==> src/rtl/mem_arb_pkg.sv <==
// Shared encodings for the instruction/data memory arbiter: FSM states and
// grant identifiers. A grant ID doubles as its bit index in req/gnt vectors.
package mem_arb_pkg;

    typedef enum logic [1:0] {
        IDLE      = 2'd0,
        INST_WAIT = 2'd1,
        DATA_WAIT = 2'd2
    } arb_state_t;

    localparam logic GNT_INST = 1'b0;
    localparam logic GNT_DATA = 1'b1;

endpackage

==> src/rtl/mem_arbiter_if.sv <==
// Requester and SRAM signal bundle for mem_arbiter. The master modport is the
// arbiter's view; the slave modport is the requesters plus the SRAM.
interface mem_arbiter_if;

    logic        inst_req;
    logic [31:0] inst_addr;
    logic [31:0] inst_rdata;
    logic        inst_ok;

    logic        data_req;
    logic [3:0]  data_wen;
    logic [31:0] data_addr;
    logic [31:0] data_wdata;
    logic [31:0] data_rdata;
    logic        data_ok;

    logic        mem_en;
    logic [3:0]  mem_wen;
    logic [31:0] mem_addr;
    logic [31:0] mem_wdata;
    logic [31:0] mem_rdata;

    logic        stall_inst;
    logic        stall_data;

    modport master (
        input  inst_req, inst_addr,
        input  data_req, data_wen, data_addr, data_wdata,
        input  mem_rdata,
        output inst_rdata, inst_ok, data_rdata, data_ok,
        output mem_en, mem_wen, mem_addr, mem_wdata,
        output stall_inst, stall_data
    );

    modport slave (
        output inst_req, inst_addr,
        output data_req, data_wen, data_addr, data_wdata,
        output mem_rdata,
        input  inst_rdata, inst_ok, data_rdata, data_ok,
        input  mem_en, mem_wen, mem_addr, mem_wdata,
        input  stall_inst, stall_data
    );

endinterface

==> src/rtl/mem_arbiter_arb2_rr.sv <==
// Two-way round-robin grant: with both requesting, the side not granted last
// wins; a lone requester always wins.
module arb2_rr
    import mem_arb_pkg::*;
(
    input  logic [1:0] req,
    input  logic       last,
    output logic [1:0] gnt
);

    always_comb begin
        gnt = 2'b00;
        if (req[GNT_DATA] && (!req[GNT_INST] || (last == GNT_INST))) begin
            gnt[GNT_DATA] = 1'b1;
        end else if (req[GNT_INST]) begin
            gnt[GNT_INST] = 1'b1;
        end
    end

endmodule

==> src/rtl/mem_arbiter.sv <==
// Arbitrates instruction fetch and data access onto one single-port SRAM with
// 1-cycle read latency; the next access issues in the same cycle as an ok.
module mem_arbiter
    import mem_arb_pkg::*;
(
    input  logic          clk,
    input  logic          rst,
    mem_arbiter_if.master bus
);

    arb_state_t  r_state;
    arb_state_t  w_state_next;
    logic        r_last_grant;
    logic        r_data_is_wr;
    logic [31:0] r_inst_hold;
    logic [31:0] r_data_hold;

    logic [1:0]  w_req;
    logic [1:0]  w_gnt;
    logic        w_issue;
    logic        w_inst_ok;
    logic        w_data_ok;

    // The requester being served this cycle cannot be re-granted until it has seen its ok.
    assign w_req[GNT_INST] = bus.inst_req & (r_state != INST_WAIT);
    assign w_req[GNT_DATA] = bus.data_req & (r_state != DATA_WAIT);

    arb2_rr u_arb (
        .req  (w_req),
        .last (r_last_grant),
        .gnt  (w_gnt)
    );

    assign w_issue   = rst & (|w_gnt);
    assign w_inst_ok = (r_state == INST_WAIT);
    assign w_data_ok = (r_state == DATA_WAIT);

    assign bus.inst_ok    = w_inst_ok;
    assign bus.data_ok    = w_data_ok;
    assign bus.inst_rdata = w_inst_ok ? bus.mem_rdata : r_inst_hold;
    assign bus.data_rdata = (w_data_ok && !r_data_is_wr) ? bus.mem_rdata : r_data_hold;
    assign bus.stall_inst = bus.inst_req & ~w_inst_ok;
    assign bus.stall_data = bus.data_req & ~w_data_ok;

    always_comb begin
        w_state_next  = IDLE;
        bus.mem_en    = 1'b0;
        bus.mem_wen   = 4'b0000;
        bus.mem_addr  = 32'h0;
        bus.mem_wdata = 32'h0;
        if (w_issue) begin
            bus.mem_en = 1'b1;
            if (w_gnt[GNT_DATA]) begin
                w_state_next  = DATA_WAIT;
                bus.mem_wen   = bus.data_wen;
                bus.mem_addr  = bus.data_addr;
                bus.mem_wdata = bus.data_wdata;
            end else begin
                w_state_next  = INST_WAIT;
                bus.mem_addr  = bus.inst_addr;
            end
        end
    end

    always_ff @(posedge clk or negedge rst) begin
        if (!rst) begin
            r_state      <= IDLE;
            r_last_grant <= GNT_INST;
            r_data_is_wr <= 1'b0;
            r_inst_hold  <= 32'h0;
            r_data_hold  <= 32'h0;
        end else begin
            r_state <= w_state_next;
            if (w_issue) begin
                r_last_grant <= w_gnt[GNT_DATA] ? GNT_DATA : GNT_INST;
                r_data_is_wr <= w_gnt[GNT_DATA] & (|bus.data_wen);
            end
            if (w_inst_ok) begin
                r_inst_hold <= bus.mem_rdata;
            end
            if (w_data_ok && !r_data_is_wr) begin
                r_data_hold <= bus.mem_rdata;
            end
        end
    end

endmodule

==> src/flat_wrapper.sv <==
// flat-port wrapper written by rule: the top's interface ports become plain ports
module mem_arbiter_flat import mem_arb_pkg::*;
  (clk, rst, bus_inst_req, bus_inst_addr, bus_data_req, bus_data_wen, bus_data_addr, bus_data_wdata, bus_mem_rdata, bus_inst_rdata, bus_inst_ok, bus_data_rdata, bus_data_ok, bus_mem_en, bus_mem_wen, bus_mem_addr, bus_mem_wdata, bus_stall_inst, bus_stall_data);
  mem_arbiter_if bus_i ();
  input  logic clk;
  input  logic rst;
  input wire logic [$bits(bus_i.inst_req)-1:0] bus_inst_req;
  input wire logic [$bits(bus_i.inst_addr)-1:0] bus_inst_addr;
  input wire logic [$bits(bus_i.data_req)-1:0] bus_data_req;
  input wire logic [$bits(bus_i.data_wen)-1:0] bus_data_wen;
  input wire logic [$bits(bus_i.data_addr)-1:0] bus_data_addr;
  input wire logic [$bits(bus_i.data_wdata)-1:0] bus_data_wdata;
  input wire logic [$bits(bus_i.mem_rdata)-1:0] bus_mem_rdata;
  output wire logic [$bits(bus_i.inst_rdata)-1:0] bus_inst_rdata;
  output wire logic [$bits(bus_i.inst_ok)-1:0] bus_inst_ok;
  output wire logic [$bits(bus_i.data_rdata)-1:0] bus_data_rdata;
  output wire logic [$bits(bus_i.data_ok)-1:0] bus_data_ok;
  output wire logic [$bits(bus_i.mem_en)-1:0] bus_mem_en;
  output wire logic [$bits(bus_i.mem_wen)-1:0] bus_mem_wen;
  output wire logic [$bits(bus_i.mem_addr)-1:0] bus_mem_addr;
  output wire logic [$bits(bus_i.mem_wdata)-1:0] bus_mem_wdata;
  output wire logic [$bits(bus_i.stall_inst)-1:0] bus_stall_inst;
  output wire logic [$bits(bus_i.stall_data)-1:0] bus_stall_data;
  assign bus_i.inst_req = bus_inst_req;
  assign bus_i.inst_addr = bus_inst_addr;
  assign bus_i.data_req = bus_data_req;
  assign bus_i.data_wen = bus_data_wen;
  assign bus_i.data_addr = bus_data_addr;
  assign bus_i.data_wdata = bus_data_wdata;
  assign bus_i.mem_rdata = bus_mem_rdata;
  assign bus_inst_rdata = bus_i.inst_rdata;
  assign bus_inst_ok = bus_i.inst_ok;
  assign bus_data_rdata = bus_i.data_rdata;
  assign bus_data_ok = bus_i.data_ok;
  assign bus_mem_en = bus_i.mem_en;
  assign bus_mem_wen = bus_i.mem_wen;
  assign bus_mem_addr = bus_i.mem_addr;
  assign bus_mem_wdata = bus_i.mem_wdata;
  assign bus_stall_inst = bus_i.stall_inst;
  assign bus_stall_data = bus_i.stall_data;
  mem_arbiter u_core (.clk(clk), .rst(rst), .bus(bus_i));
endmodule
==> config.mk <==
export PLATFORM = sky130hd
export DESIGN_NAME = mem_arbiter_flat
export DESIGN_NICKNAME = d
export VERILOG_FILES = /design/src/rtl/mem_arb_pkg.sv /design/src/rtl/mem_arbiter_if.sv /design/src/rtl/mem_arbiter_arb2_rr.sv /design/src/rtl/mem_arbiter.sv /design/src/flat_wrapper.sv
export SDC_FILE = /design/constraint.sdc
export NUM_CORES = 1
export LEC_CHECK = 0
export CAP_MARGIN = 20
export CORE_ASPECT_RATIO = 0.75
export CORE_MARGIN = 2
export CORE_UTILIZATION = 30
export DETAILED_ROUTE_END_ITERATION = 8
export PLACE_DENSITY_LB_ADDON = 0.12
export SKIP_LAST_GASP = 1
export SLEW_MARGIN = 20
export SYNTH_ARGS = -nofsm -noshare
export SYNTH_HDL_FRONTEND = slang
export SYNTH_SLANG_ARGS = --single-unit
==> constraint.sdc <==
create_clock -name clk -period 1.7 [get_ports clk]
set_input_delay 0.17 -clock clk [delete_from_list [all_inputs] [get_ports clk]]
set_output_delay 0.17 -clock clk [all_outputs]
set_load 0.1 [all_outputs]
==> flow_summary.toml <==
[power_and_ir_drop]
peakVddDrop_mv = 1.81
leakagePower_nw = 4.28
power_frac_clock_pct = 13.4
p_per_area_nw_per_um2 = 1550
p_int_mw = 7.49
swShare_pct = 50.6
power_frac_seq_pct = 15.6
power_frac_comb_pct = 71.0
net-switching-power_mw = 7.66

[status]
violations = "setup timing"
status = "finished, violations left"

[synth]
ys_seq_area_share_pct = 50.7
synthCells = 378
syn_area_sq_um = 3360
ys_warn_count = 0
synthesis.nets = 514
ys_ff_latch = 68
ys_types = 25
syn_avg_cell_area_sq_um = 8.88

[clocking]
clock-sinks = 68
tritoncts = "yes"
numCtsBuffers = 9
path_clk_slew_ns = 0.06
cts_root_buffer = "clkbuf_16"
clk_path_buf_depth = 2
insertion_delay_ns = 0.34
cts.htree.levels = 3

[timing]
rsz0062_at_grt = "true"
hold_ws_ns = 0.197
finalHoldViolCount = 0
final.min_clock_period_ns = 2.12
worst_slew_pin_slew_ns = 0.576
slew_violations = 0
setup_slack_ns = -0.417
period_share_pct = 125
setup_viol_count_final = 134
fmax_ghz = 0.472
final.setup_skew_ns = 0.00653
relSlewSlack_pct = 61.6

[global_route]
grt_pass1_wl_mm = 24.9
grt_pass1_vias = 4452
track_usage_pct = 26.9
antenna_found_initial = 0
gr-total-overflow = 0
grt_max_degree = 46

[floorplanning]
start_util_pct = 30.8
core_sq_um = 10900
fp.dieH_um = 95.6
die-width_um = 126
rows = 33
dieArea_sq_um = 12100
ioPinCount = 273

[placement]
placed_area_sq_um = 8660
port_buffers = 272
pre_cts_slack_ns = -0.176
gp_congestion = 0.843
dp_hpwl_mm = 11.6

[critical_path]
critPathMaxFanout = 6
r2r_slack_ns = 0.07
end_kind = "primary output"
path_class = "reg -> out"
required_ns = 1.53
setup.worst_path.start_class = "register"
crit_arrival_ns = 1.95

[routing]
drc_errors = 0
vias_per_cell = 4.89
vias = 4121
ant_nets = 0
drt-initial-drc-count = 125
wire_per_inst_um = 21.5
dr.pass1.iters = 4
drt_wl_total_mm = 18.1

[job]
maxCapViolations = 0

[layout]
final_cell_mix = "151 x buf_12, 134 x clkdlybuf4s50_1, 87 x nand2_1, 67 x dfrtp_1, 47 x nand2_4"
syn2layout_area_growth_pct = 192
layout.cells.most_common = "buf_12"
nets = 833
post-route-util_pct = 89.9
drive_gt1_share_pct = 57.1
fin_area_sq_um = 9800
antenna_cells = 0

[hold_path]
worstHoldPathType = "in -> async"
==> state kept, by name, indices dropped and copies added (netlist names) <==
register	flops
u_core.r_inst_hold	32
u_core.r_last_grant	1
u_core.r_state	2
u_core.r_data_hold	32
u_core.r_data_is_wr	1
==> what timing repair did <==
item / in CTS / in global routing
hold buffers: 1 / 0
pin swaps: 0 / 17
gates cloned: 5 / 8
endpoints found under the setup margin: 135 / 135
resized for setup: 49 / 45
setup buffers: 7 / 19
endpoints found under the hold margin: 8 / 0
==> worst max-delay path, stage by stage, from the launching register on <==
cell and delay, ns:
dfrtp_2 0.43, nand2b_4 0.19, nor2_4 0.15, buf_6 0.15
buf_12 0.14, mux2_2 0.38, buf_12 0.18
==> metrics by stage <==
step	std cells	total power, mW	TNS, ns
CTS	816	14.8	-39.76
global route	842	15.5	-53.50
detailed placement	787	12.6	-7.33
floorplan	378	8.83	-12.55
global placement	787	12.4	-5.64
finish	842	15.2	-44.46
==> logic make-up after synthesis <==
family          Yosys count  synth area share [%]
compound gates           37                  6.93
simple gates            207                  26.6
buf+inv                  32                  4.51
mux                      33                  11.0
flops                    68                  50.7
fa+ha+maj                 1                 0.298
==> cell type report <==
class | instances | area [sq um]
Timing Repair Buffer | 335 | 4960
Multi-Input combinational cell | 278 | 2620
Sequential cell | 68 | 1700
Fill cell | 464 | 1100
Clock buffer | 11 | 243
Tap cell | 140 | 175
Clock inverter | 5 | 75.1
Inverter | 5 | 23.8
==> worst paths after layout <==
check,from,to,cells past startpoint
worst max-delay path,u_core.r_state[0],bus_data_rdata[0],6
worst min-delay path,rst,u_core.r_inst_hold[27],3
worst max register to register,u_core.r_state[0],u_core.r_data_hold[19],6
worst min register to register,u_core.r_inst_hold[19],u_core.r_inst_hold[19],2
max in group asynchronous,rst,u_core.r_data_hold[30],3
min in group clk,rst,u_core.r_data_is_wr,4
==> routing by layer <==
metal / GRT usage (%) / share of wire [%] / vias up
met5: 0 / 0 / -
met1: 30.7 / 37 / 2039
met3: 7.91 / 6.1 / 31
met4: 8.24 / 2.8 / 0
met2: 49.0 / 54 / 168
li1: - / - / 1883
==> power groups by stage <==
stage	clock [mW]	combinational (mW)	sequential (mW)
6_report	2.02	10.8	2.37
5_1_grt	2.13	11.0	2.41
4_1_cts	2.03	10.4	2.34
3_5_place_dp	0	10.2	2.35
3_3_place_gp	0	10.1	2.32
2_1_floorplan	0	6.53	2.30
==> Yosys cell counts <==
cell type / count / area share, %
buf_6: 1 / 0.34
o2111ai_1: 1 / 0.26
mux2_2: 32 / 11
and2_1: 2 / 0.37
o211ai_2: 1 / 0.37
or4_1: 1 / 0.22
a21o_1: 1 / 0.22
inv_1: 3 / 0.34
buf_4: 2 / 0.45
a21oi_1: 32 / 4.8
o221ai_4: 1 / 0.78
nand2_1: 161 / 18
and2_4: 1 / 0.26
nand3_1: 1 / 0.15
o211a_4: 1 / 0.52
nand2b_1: 3 / 0.56
buf_2: 11 / 1.6
mux2i_1: 1 / 0.30
and3_1: 37 / 6.9
dfrtp_1: 68 / 51
inv_4: 1 / 0.19
nor2_1: 1 / 0.11
maj3_1: 1 / 0.30
inv_2: 1 / 0.11
clkbuf_1: 13 / 1.5
Power figures use the tool's default switching activity.
